**config.mk**
```make
export PLATFORM = sky130hd
export DESIGN_NAME = isq_issue_arbiter
export DESIGN_NICKNAME = d
export VERILOG_FILES = /design/src/rtl/isq_issue_arbiter.sv
export SDC_FILE = /design/constraint.sdc
export NUM_CORES = 1
export LEC_CHECK = 0
export ABC_AREA = 1
export BUFFER_PORTS_ARGS = -buffer_cell sky130_fd_sc_hd__buf_4
export CORE_AREA = 2 2 167 169
export DETAILED_ROUTE_END_ITERATION = 6
export DIE_AREA = 0 0 169 171
export PLACE_DENSITY_LB_ADDON = 0.05
export SLEW_MARGIN = 20
export SYNTH_ARGS = -nofsm -noshare
export SYNTH_HDL_FRONTEND = slang
export SYNTH_SLANG_ARGS = --single-unit
```
**constraint.sdc**
```tcl
create_clock -name clock -period 10.75 [get_ports clock]
set_input_delay 1.6125 -clock clock [delete_from_list [all_inputs] [get_ports clock]]
set_output_delay 1.6125 -clock clock [all_outputs]
set_load 0.05 [all_outputs]
```
**src/rtl/isq_issue_arbiter.sv**
```systemverilog
// Two-source issue arbiter feeding one shared execution port. The older op wins,
// the output is registered, and multi-cycle ops hold the port via an occupancy counter.
module isq_issue_arbiter #(
    parameter int DATA_W  = 128,
    parameter int ROBID_W = 7,
    parameter int LAT_W   = 4
) (
    input  logic               clock,
    input  logic               reset,
    input  logic               in0_valid,
    input  logic [DATA_W-1:0]  in0_data,
    input  logic [ROBID_W-1:0] in0_robid,
    input  logic [LAT_W-1:0]   in0_lat,
    output logic               in0_ready,
    input  logic               in1_valid,
    input  logic [DATA_W-1:0]  in1_data,
    input  logic [ROBID_W-1:0] in1_robid,
    input  logic [LAT_W-1:0]   in1_lat,
    output logic               in1_ready,
    output logic               out_valid,
    output logic [DATA_W-1:0]  out_data,
    output logic [ROBID_W-1:0] out_robid,
    output logic [LAT_W-1:0]   out_lat,
    output logic               out_src,
    input  logic               out_ready,
    input  logic               flush_valid,
    input  logic [ROBID_W-1:0] flush_robid,
    output logic               port_busy
);

    // Handshake: a transfer happens on any rising edge where valid && ready are both
    // high. Ready never depends on the valid of the same interface's consumer side
    // (it depends only on can_load and the grant), and valid payloads are held while
    // ready stays low.

    logic [LAT_W-1:0] busy_cnt;
    logic             rr;
    logic             can_load;
    logic             tie;
    logic             grant0;
    logic             grant1;
    logic             accept;
    logic             kill;
    logic             consume;

    // ROB ids carry a wrap bit, so "younger" compares the index in the opposite
    // direction once the two ids sit in different wrap epochs.
    function automatic logic is_younger(input logic [ROBID_W-1:0] a,
                                        input logic [ROBID_W-1:0] b);
        if (a[ROBID_W-1] == b[ROBID_W-1])
            return a[ROBID_W-2:0] > b[ROBID_W-2:0];
        else
            return a[ROBID_W-2:0] < b[ROBID_W-2:0];
    endfunction

    always_comb begin
        tie = in0_valid && in1_valid
              && !is_younger(in0_robid, in1_robid)
              && !is_younger(in1_robid, in0_robid);
        grant0 = in0_valid && (!in1_valid || is_younger(in1_robid, in0_robid) || (tie && !rr));
        grant1 = in1_valid && !grant0;
        // A pipelined op leaving this cycle frees the output register for a new load.
        can_load = !reset && !flush_valid && (busy_cnt == '0)
                   && (!out_valid || (out_ready && (out_lat <= LAT_W'(1))));
        kill    = flush_valid && out_valid && is_younger(out_robid, flush_robid);
        consume = out_valid && out_ready && !kill;
    end

    assign in0_ready = can_load && grant0;
    assign in1_ready = can_load && grant1;
    assign accept    = in0_ready || in1_ready;
    assign port_busy = (busy_cnt != '0);

    always_ff @(posedge clock or posedge reset) begin
        if (reset) begin
            out_valid <= 1'b0;
            out_data  <= '0;
            out_robid <= '0;
            out_lat   <= '0;
            out_src   <= 1'b0;
            busy_cnt  <= '0;
            rr        <= 1'b0;
        end else begin
            if (accept) begin
                out_valid <= 1'b1;
                out_data  <= grant1 ? in1_data  : in0_data;
                out_robid <= grant1 ? in1_robid : in0_robid;
                out_lat   <= grant1 ? in1_lat   : in0_lat;
                out_src   <= grant1;
            end else if (kill || consume) begin
                out_valid <= 1'b0;
            end

            // An issued multi-cycle op keeps the port occupied even across a flush.
            if (consume && (out_lat >= LAT_W'(2)))
                busy_cnt <= out_lat - LAT_W'(1);
            else if (busy_cnt != '0)
                busy_cnt <= busy_cnt - LAT_W'(1);

            if (accept && tie)
                rr <= ~rr;
        end
    end

endmodule

```
==> results.py, run 1 <==
metrics = {
    "clocking": {
        "clock-sinks": 146,
        "cts_tree": "built",
        "clkTransAtPathRegs_ps": 70,
        "cts_max_path_buffers": 2,
        "cts_resized": 0,
        "root_buffer": "clkbuf_16",
        "cts_made_buffers": 17,
        "hold_buffers": 0,
        "post_cts_buffers": 0,
        "h-tree-depth": 4,
        "clk_latency_ps": 430,
    },
    "sta": {
        "final-setup-viol-count": 0,
        "rsz0062_at_grt": "false",
        "worst_slew_pin_slew_ps": 1010,
        "tns_ps": 0,
        "period_share_pct": 55.9,
        "max-slew-margin-rel_pct": 32.3,
        "hold_viol": 0,
        "finClkSkew_ps": 12.4,
        "fmax_ghz": 0.166,
        "finalCriticalPeriod_ps": 6010,
        "slew_violations": 0,
    },
    "worst_setup_path": {
        "cp.arrival_ps": 4400,
        "cp_max_fo": 67,
        "cp-endpoint": "in0_ready",
        "regToRegSetupSlack_ps": 7370,
        "path_class": "input port to output port",
        "cp.required_ps": 9140,
        "critPathCaptureType": "output port",
        "crit_start": "in0_robid[5]",
        "reg2reg_depth": 11,
        "critPathLaunchType": "input port",
        "reg2reg_to": "out_data[81]",
        "r2r-start": "rr",
    },
    "placed_design": {
        "dp_hpwl_um": 22400,
        "port_buffers": 434,
        "place_area_um2": 11700,
        "gp_congestion": 0.850,
    },
    "synth": {
        "yosysWarnings": 0,
        "syn_inst": 1208,
        "syn_area_um2": 8360,
        "postSynthAreaPerCell_um2": 6.92,
        "ys_types": 27,
        "ys_seq_area_share_pct": 43.7,
        "ys_seq_elements": 146,
        "syn_nets": 1516,
    },
    "grt": {
        "grt_pass1_vias": 8948,
        "track_usage_pct": 22.1,
        "grt_max_degree": 108,
        "overflow": 0,
        "antenna_found_initial": 0,
        "grt_first_pass_wirelength_um": 50100,
    },
    "power": {
        "vdd_ir_drop_max_mv": 0.0890,
        "leakagePower_nw": 7.18,
        "p_sw_share_pct": 48.4,
        "power.density_nw_per_um2": 267,
        "p_clk_share_pct": 19.6,
        "power.switching_mw": 1.59,
        "power_frac_seq_pct": 27.7,
        "internal_power_mw": 1.69,
        "combPwrFrac_pct": 52.7,
    },
    "cells_and_area": {
        "diodes": 0,
        "final_nets": 1886,
        "finish.instance_area_um2": 12300,
        "n_fill_cell": 2894,
        "drive_gt1_share_pct": 30.2,
        "fin_util_pct": 45.0,
        "area_growth_pct": 47.1,
    },
    "die": {
        "io_pins": 435,
        "core.rowCount": 61,
        "die_x_um": 169,
        "core_area_um2": 27300,
        "die_h_um": 171,
        "start_util_pct": 30.6,
        "dieArea_um2": 28900,
    },
    "detailed_routing": {
        "postRouteAntennaNets": 0,
        "drtIter0Drc": 477,
        "avgRoutedWirePerCell_um": 16.7,
        "drc": 0,
        "routed_wirelength_um": 32300,
        "dr_total_vias": 9197,
        "dr.pass1.iters": 5,
        "vias_per_cell": 4.75,
    },
    "run_status": {
        "status": "finished, final reports clean",
    },
    "hold_path": {
        "min_path_type": "flop to flop",
    },
    "run": {
        "maxCapViolCount": 0,
    },
}
-- layout by cell type, fill, tap and decap left out, drive strengths merged --
master	Yosys	final
nand2	593	593
buf	59	443
nand3	284	284
dfrtp	146	146
inv	35	38
ha	17	17
clkbuf	33	17
nor2	12	12
o21ai	7	7
clkinv	1	7
xor2	4	4
bufinv	0	4
nor3	3	3
a21oi	3	3
nand4	2	2
nand3b	2	2
clkinvlp	0	2
o211ai	1	1
or2	1	1
a21o	1	1
and3	1	1
o2111ai	1	1
xnor2	1	1
o21bai	1	1
-- cell type report --
type	instances	area, µm²	share of cell area, %
Clock buffer	17	425	3.46
Clock inverter	15	206	1.68
Inverter	36	140	1.14
Multi-Input combinational cell	934	4110	33.4
Sequential cell	146	3650	29.7
Tap cell	346	433	3.52
Timing Repair Buffer	443	3330	27.1
-- power by group through the flow --
stage	logic, mW	registers [mW]	clock network (mW)
after floorplan	0.397	1.65	0
after global placement	1.75	0.913	0
after detailed placement	1.75	0.915	0
after CTS	1.75	0.912	0.664
after global routing	1.85	0.943	0.690
final	1.73	0.910	0.645
-- synthesized netlist by cell type --
library cell  count  area share, %
buf_1             2          0.090
clkbuf_1         33            1.5
nand3_1         284             17
xnor2_1           1           0.10
nand4_1           2           0.15
or2_1             1          0.075
xor2_1            4           0.42
nand2_1         592             27
ha_1             17            2.5
a21oi_2           1           0.10
nand2_2           1          0.075
clkinv_1          1          0.045
buf_4             1          0.090
o21ai_0           7           0.42
a21oi_1           2           0.12
nor2_1           12           0.54
dfrtp_1         146             44
o211ai_1          1          0.090
a21o_1            1          0.090
nand3b_1          2           0.18
buf_2            46            2.8
inv_1            35            1.6
o21bai_1          1          0.090
o2111ai_1         1           0.10
and3_1            1          0.075
buf_6            10            1.3
nor3_1            3           0.18
-- critical path: stages --
cell      delay (ps)
buf_4             80
inv_1             40
ha_1             290
nand2_1           80
nor2_1            60
nand2_1           90
clkinv_1          70
nor2_1           160
nor2_1            70
nor2_1           100
nand2_1           90
nand2_4          510
or2_4            790
inv_1            100
buf_4            220
-- worst min-delay path by stage --
stage	slack (ps)	cells past startpoint	start	endpoint
after floorplan	440	2	rr	rr
after global placement	460	2	rr	rr
after detailed placement	460	2	out_src	out_src
after CTS	480	2	out_src	out_src
after global routing	520	2	out_src	out_src
final	480	2	rr	rr
-- metrics by stage --
stage	std cells	hold WS, ps	setup WS (ps)	power, mW
after detailed placement	1905	464	4660	2.66
after global routing	1937	515	4490	3.48
final	1937	477	4740	3.29
after global placement	1905	458	4700	2.66
after CTS	1937	480	4640	3.33
after floorplan	1208	441	5210	2.05
-- routing by layer --
metal  wire [µm]  GRT usage [%]
met1       13400           27.9
met2       15600           36.5
met3        2520           6.45
met4         826           7.51
met5           0              0
-- cell families (layout without fill, tap and decap cells) --
group | count (synthesis) | count (layout) | share of synthesized area (%)
and+or+nand+nor | 898 | 898 | 44.8
DFF | 146 | 146 | 43.7
buffers and inverters | 128 | 511 | 7.38
adders and majority gates | 17 | 17 | 2.54
AOI/OAI and AO/OA | 14 | 14 | 1.02
xor gates and xnor gates | 5 | 5 | 0.524
-- flip-flops by register name, indices dropped and copies added (netlist names) --
register and count:
busy_cnt 4, out_data 128, out_lat 4, out_robid 7, out_src 1, out_valid 1
rr 1
(Power assumes the default switching activity.)
==> run 2: changes to the inputs <==
==> constraint.sdc (replaced) <==
create_clock -name clock -period 5.3 [get_ports clock]
set_input_delay 0.795 -clock clock [delete_from_list [all_inputs] [get_ports clock]]
set_output_delay 0.795 -clock clock [all_outputs]
set_load 0.05 [all_outputs]
==> run 2 against run 1 <==
Net effect:
- sequential power is 100% higher
- count of clock-buffer cells in the layout stayed put
- sequential share of layout area hardly changed
- final area hardly changed
- critical path type unchanged
- largest power group unchanged
- highest routed layer is now met5
==> results.py, run 2 (same netlist as run 1, synthesis figures left out) <==
metrics = {
    "clocking": {
        "clock-sinks": 146,
        "cts_max_path_buffers": 2,
        "clk_latency_ps": 420,
        "root_buffer": "clkbuf_16",
        "h-tree-depth": 4,
        "post_cts_buffers": 0,
        "cts_made_buffers": 17,
        "hold_buffers": 0,
        "cts_resized": 0,
        "cts_tree": "built",
        "clkTransAtPathRegs_ps": 70,
    },
    "worst_setup_path": {
        "cp.required_ps": 4510,
        "path_depth": 13,
        "reg2reg_depth": 9,
        "critPathLaunchType": "input port",
        "critPathMostFrequentCell": "nor2_1",
        "cp_max_fo": 51,
        "path_class": "input port to output port",
        "critPathCaptureType": "output port",
        "slowest_delay_ps": 460,
        "worstPathCellList": "buf_4, inv_1, ha_1, a21oi_1, nand2_1, nor2_1, nor2_1, nor2_1, nand2_1, nand2_4, nand3b_1, inv_1, buf_4",
        "cp_slowest_cell": "nand2_4",
        "critical-path-top-delay-family": "simple AND/OR/NAND/NOR gates",
        "crit_buf_inv": 4,
        "cp.arrival_ps": 2970,
    },
    "cells_and_area": {
        "final_common_cell": "nand2_1",
        "drive_gt1_share_pct": 30.1,
        "area_growth_pct": 47.2,
        "top_regs": "out_data: 128 flops, out_robid: 7 flops",
        "regMostFlops": "out_data",
        "fin_util_pct": 45.0,
        "diodes": 0,
        "final_cell_mix": "591 x nand2_1, 440 x buf_4, 284 x nand3_1, 146 x dfrtp_1, 34 x inv_1",
        "largest_reg_flops": 128,
        "final_nets": 1887,
    },
    "die": {
        "core_area_um2": 27300,
        "start_util_pct": 30.6,
        "die_x_um": 169,
        "core.rowCount": 61,
        "die_h_um": 171,
        "io_pins": 435,
        "dieArea_um2": 28900,
    },
    "detailed_routing": {
        "routed_wirelength_um": 32600,
        "vias_per_cell": 4.75,
        "postRouteAntennaNets": 0,
        "dr_total_vias": 9200,
        "drc": 0,
        "drtIter0Drc": 533,
        "avgRoutedWirePerCell_um": 16.8,
        "dr.pass1.iters": 6,
    },
    "power": {
        "p_sw_share_pct": 48.8,
        "power_frac_seq_pct": 28.1,
        "vdd_ir_drop_max_mv": 0.206,
        "internal_power_mw": 3.39,
        "combPwrFrac_pct": 53.1,
        "power.density_nw_per_um2": 537,
        "leakagePower_nw": 7.18,
        "p_clk_share_pct": 18.7,
        "power.switching_mw": 3.22,
    },
    "placed_design": {
        "dp_hpwl_um": 22500,
        "gp_congestion": 0.837,
        "port_buffers": 434,
        "pre_cts_ws_ps": 1410,
    },
    "sta": {
        "period_share_pct": 71.1,
        "rsz0062_at_grt": "false",
        "max-slew-margin-rel_pct": 32.4,
        "worst_slew_pin_slew_ps": 1010,
        "finalCriticalPeriod_ps": 3770,
        "tns_ps": 0,
        "setup_ws_ps": 1530,
        "final-setup-viol-count": 0,
        "finClkSkew_ps": 13.8,
        "hold_viol": 0,
        "slew_violations": 0,
        "fmax_ghz": 0.265,
    },
    "grt": {
        "grt_max_degree": 141,
        "overflow": 0,
        "grt_pass1_vias": 8689,
        "antenna_found_initial": 1,
        "grt_first_pass_wirelength_um": 49200,
        "track_usage_pct": 21.9,
    },
    "run_status": {
        "status": "finished, final reports clean",
    },
    "hold_path": {
        "min_path_type": "input port to async pin",
    },
    "run": {
        "maxCapViolCount": 0,
    },
}
==> run 2: metrics by stage <==
stage	hold WS, ps	area [µm²]	instances	power (mW)
floorplan	441	8360	1208	4.15
global placement	458	11700	1906	5.40
detailed placement	462	11700	1906	5.41
CTS	364	12300	1936	6.68
global route	378	12300	1936	6.98
finish	368	12300	1936	6.61
==> run 2: final timing paths <==
check	from	to	slack, ps
worst min-delay path	reset	out_lat[1]	370
worst min register to register	rr	rr	480
min in group clock	rr	rr	480
worst max register to register	busy_cnt[0]	out_data[29]	2180
worst max-delay path	in0_robid[5]	in1_ready	1530
max in group asynchronous	reset	out_data[95]	3840
==> run 2: routing by layer <==
layer	GRT usage, %	part of all wire [%]	vias to the layer above
li1	-	-	4594
met1	28.0	42	4228
met2	36.6	48	343
met3	5.71	7.3	33
met4	6.24	2.1	2
met5	0	0.040	-
==> run 2: layout make-up <==
| type | count | area, µm² |
|---|---|---|
| Clock buffer | 17 | 425 |
| Sequential cell | 146 | 3650 |
| Multi-Input combinational cell | 934 | 4110 |
| Tap cell | 346 | 433 |
| Clock inverter | 13 | 160 |
| Inverter | 36 | 140 |
| Timing Repair Buffer | 444 | 3380 |
| Fill cell | 2914 | 15000 |
==> run 2: worst register-to-register path, stage by stage, from the launching register on <==
cell	delay, ps
dfrtp_1	380
inv_1	130
ha_1	160
inv_1	50
nor3_1	460
nand3_1	450
a21oi_4	720
buf_4	510
nand2_1	140
nand2_1	70
==> run 2: power by group through the flow <==
stage	Combinational [mW]	Clock, mW	Sequential [mW]
after floorplan	0.805	0	3.35
after global placement	3.54	0	1.86
after detailed placement	3.55	0	1.86
after CTS	3.55	1.27	1.86
after global routing	3.74	1.32	1.92
final	3.51	1.24	1.86
==> run 3: changes to the inputs <==
--- a/config.mk
+++ b/config.mk
@@ -5,11 +5,11 @@
 export SDC_FILE = /design/constraint.sdc
 export NUM_CORES = 1
 export LEC_CHECK = 0
-export ABC_AREA = 1
+export ABC_AREA = 0
 export BUFFER_PORTS_ARGS = -buffer_cell sky130_fd_sc_hd__buf_4
-export CORE_AREA = 2 2 167 169
+export CORE_AREA = 2 2 168 170
 export DETAILED_ROUTE_END_ITERATION = 6
-export DIE_AREA = 0 0 169 171
+export DIE_AREA = 0 0 170 172
 export PLACE_DENSITY_LB_ADDON = 0.05
 export SLEW_MARGIN = 20
 export SYNTH_ARGS = -nofsm -noshare
==> constraint.sdc (replaced) <==
create_clock -name clock -period 3.4 [get_ports clock]
set_input_delay 0.51 -clock clock [delete_from_list [all_inputs] [get_ports clock]]
set_output_delay 0.51 -clock clock [all_outputs]
set_load 0.05 [all_outputs]
==> run 3 against run 2 <==
Net effect:
- combinational power rose by 97%
- sequential power rose by 68%
- synthesized cell count decreased by 53%
- power grew 83%
- die area increased by 1.2%
==> results.py, run 3 <==
metrics = {
    "run_status": {
        "status": "finished, final reports clean",
    },
    "clocking": {
        "clkTransAtPathRegs_ps": 70,
        "cts_tree": "built",
        "clock-sinks": 146,
        "cts_max_path_buffers": 2,
        "post_cts_buffers": 0,
        "clk_latency_ps": 430,
        "h-tree-depth": 4,
        "cts_resized": 0,
        "root_buffer": "clkbuf_16",
        "hold_buffers": 0,
        "cts_made_buffers": 17,
    },
    "grt": {
        "overflow": 0,
        "grt_first_pass_wirelength_um": 40300,
        "track_usage_pct": 18.3,
        "grt_pass1_vias": 6664,
        "antenna_found_initial": 0,
        "grt_max_degree": 134,
    },
    "synth": {
        "synth_top_area_share_pct": 52.2,
        "synthArstFlopShare_pct": 100,
        "synth_most_common_cell": "dfrtp_1",
        "syn_nets": 880,
        "synthAdderAreaFrac_pct": 3.04,
        "synth_xor_xnor_area_share_pct": 0.875,
        "synth_top_family_by_area": "compound AO/OA/AOI/OAI gates",
        "synthSimpleGateAreaFrac_pct": 14.4,
        "synthTopCellsByArea": "dfrtp_1 52%, nand2b_1 12%, o221a_2 12%",
        "synth_compound_area_share_pct": 23.8,
        "syn_area_um2": 7000,
        "ys_seq_area_share_pct": 52.2,
        "syn_inst": 572,
        "postSynthAreaPerCell_um2": 12.2,
        "synthTopCellsByCount": "146 x dfrtp_1, 132 x nand2b_1, 73 x o221a_2, 60 x o221a_1, 32 x inv_1",
        "synth_area_leader_cell": "dfrtp_1",
        "synthFlopType": "dfrtp_1",
        "synthMuxAreaShare_pct": 0.572,
        "ys_types": 39,
        "synth_edf_count": 0,
        "yosysWarnings": 0,
        "ys_seq_elements": 146,
    },
    "cells_and_area": {
        "finish.instance_area_um2": 11300,
        "regMostFlops": "out_data",
        "final_nets": 1300,
        "drive_gt1_share_pct": 55.4,
        "area_growth_pct": 61.0,
        "fin_util_pct": 41.0,
        "largest_reg_flops": 128,
        "top_regs": "out_data: 128 flops, out_robid: 7 flops",
        "final_cell_mix": "440 x buf_4, 146 x dfrtp_1, 132 x nand2b_1, 73 x o221a_2, 60 x o221a_1",
        "final_common_cell": "buf_4",
    },
    "die": {
        "core.rowCount": 61,
        "start_util_pct": 25.5,
        "io_pins": 435,
        "die_x_um": 170,
        "die_h_um": 172,
        "core_area_um2": 27500,
        "dieArea_um2": 29200,
    },
    "detailed_routing": {
        "avgRoutedWirePerCell_um": 20.5,
        "vias_per_cell": 4.66,
        "dr_total_vias": 6305,
        "drtIter0Drc": 363,
        "dr.pass1.iters": 5,
        "drc": 0,
        "routed_wirelength_um": 27700,
        "postRouteAntennaNets": 0,
    },
    "placed_design": {
        "port_buffers": 434,
        "place_area_um2": 10700,
        "dp_hpwl_um": 19800,
        "gp_congestion": 0.754,
    },
    "sta": {
        "rsz0062_at_grt": "false",
        "finClkSkew_ps": 18.9,
        "period_share_pct": 91.5,
        "tns_ps": 0,
        "hold_viol": 0,
        "finalCriticalPeriod_ps": 3110,
        "fmax_ghz": 0.321,
        "final-setup-viol-count": 0,
        "slew_violations": 0,
        "worst_slew_pin_slew_ps": 913,
        "max-slew-margin-rel_pct": 39.0,
    },
    "run": {
        "maxCapViolCount": 0,
    },
    "worst_setup_path": {
        "cp.required_ps": 2890,
        "cp.arrival_ps": 2600,
        "path_class": "flop to output port",
        "critPathCaptureType": "output port",
        "cp_max_fo": 8,
        "critPathLaunchType": "flop",
    },
    "power": {
        "vdd_ir_drop_max_mv": 0.445,
        "leakagePower_nw": 5.56,
        "power.switching_mw": 5.69,
        "p_clk_share_pct": 16.8,
        "internal_power_mw": 6.39,
        "power.density_nw_per_um2": 1070,
        "power_frac_seq_pct": 25.9,
        "combPwrFrac_pct": 57.3,
        "totalPowerFinal_mw": 12.1,
        "p_sw_share_pct": 47.1,
    },
    "hold_path": {
        "min_path_type": "input port to async pin",
    },
}
==> run 3: cell count changes in the layout (fill, tap and decap cells not counted), moves of 3 or more <==
cell / change
nand2_1: -582
nand3_1: -283
nand2b_1: +132
o221a_2: +73
o221a_1: +60
nor2_1: -7
a222oi_1: +6
mux2i_1: +4
clkinv_2: -3
inv_1: -3
o21ai_0: -3
xnor2_1: +3
==> run 3: path summary, 6_finish.rpt <==
check | cells after the start | end | from | slack (ps)
max | 9 | in0_ready | out_lat[0] | 290
min | 2 | out_robid[2] | reset | 290
max reg2reg | 10 | out_data[38] | out_lat[0] | 760
min reg2reg | 1 | rr | rr | 500
max in group asynchronous | 3 | out_data[95] | reset | 2280
min in group clock | 2 | out_valid | out_ready | 310
==> run 3: metal layers <==
metal	share of wire, %	vias to the layer above	GRT usage (%)
li1	-	2996	-
met1	40	3014	22.0
met3	8.6	26	6.39
met5	0	-	0
met2	50	269	30.9
met4	1.7	0	5.61
==> run 3: logic make-up after synthesis <==
family,count (synthesis)
mux,4
flops,146
buf+inv,78
simple gates,164
compound gates,156
xor+xnor,7
fa+ha+maj,17
==> run 3: final cells by class <==
type	instances	area [µm²]
Multi-Input combinational cell	348	3010
Timing Repair Buffer	446	3420
Clock buffer	19	443
Tap cell	346	433
Clock inverter	13	174
Inverter	33	128
Fill cell	2725	16200
Sequential cell	146	3650
Antenna cell	2	5.00
==> run 3: stage by stage <==
stage          setup slack, ps  instances  hold WS (ps)
4_1_cts                    254       1351           281
6_report                   288       1353           287
5_1_grt                    122       1351           285
3_5_place_dp               312       1319           485
3_3_place_gp               341       1319           488
2_1_floorplan              426        572           463
==> run 3: critical path, cell delays in order, from the launching register on <==
cell and delay, ps:
dfrtp_1 440, inv_1 140, ha_1 190, nor2_1 60
o41a_1 340, nor4_4 270, nand2_1 110, or2_4 260
inv_2 140, buf_4 220
==> run 3: power groups by stage <==
stage / sequential (mW) / combinational, mW / clock, mW
6_report: 3.13 / 6.91 / 2.03
4_1_cts: 3.13 / 6.98 / 2.10
2_1_floorplan: 6.06 / 1.77 / 0
5_1_grt: 3.25 / 7.26 / 2.16
3_3_place_gp: 3.17 / 6.94 / 0
3_5_place_dp: 3.11 / 6.99 / 0
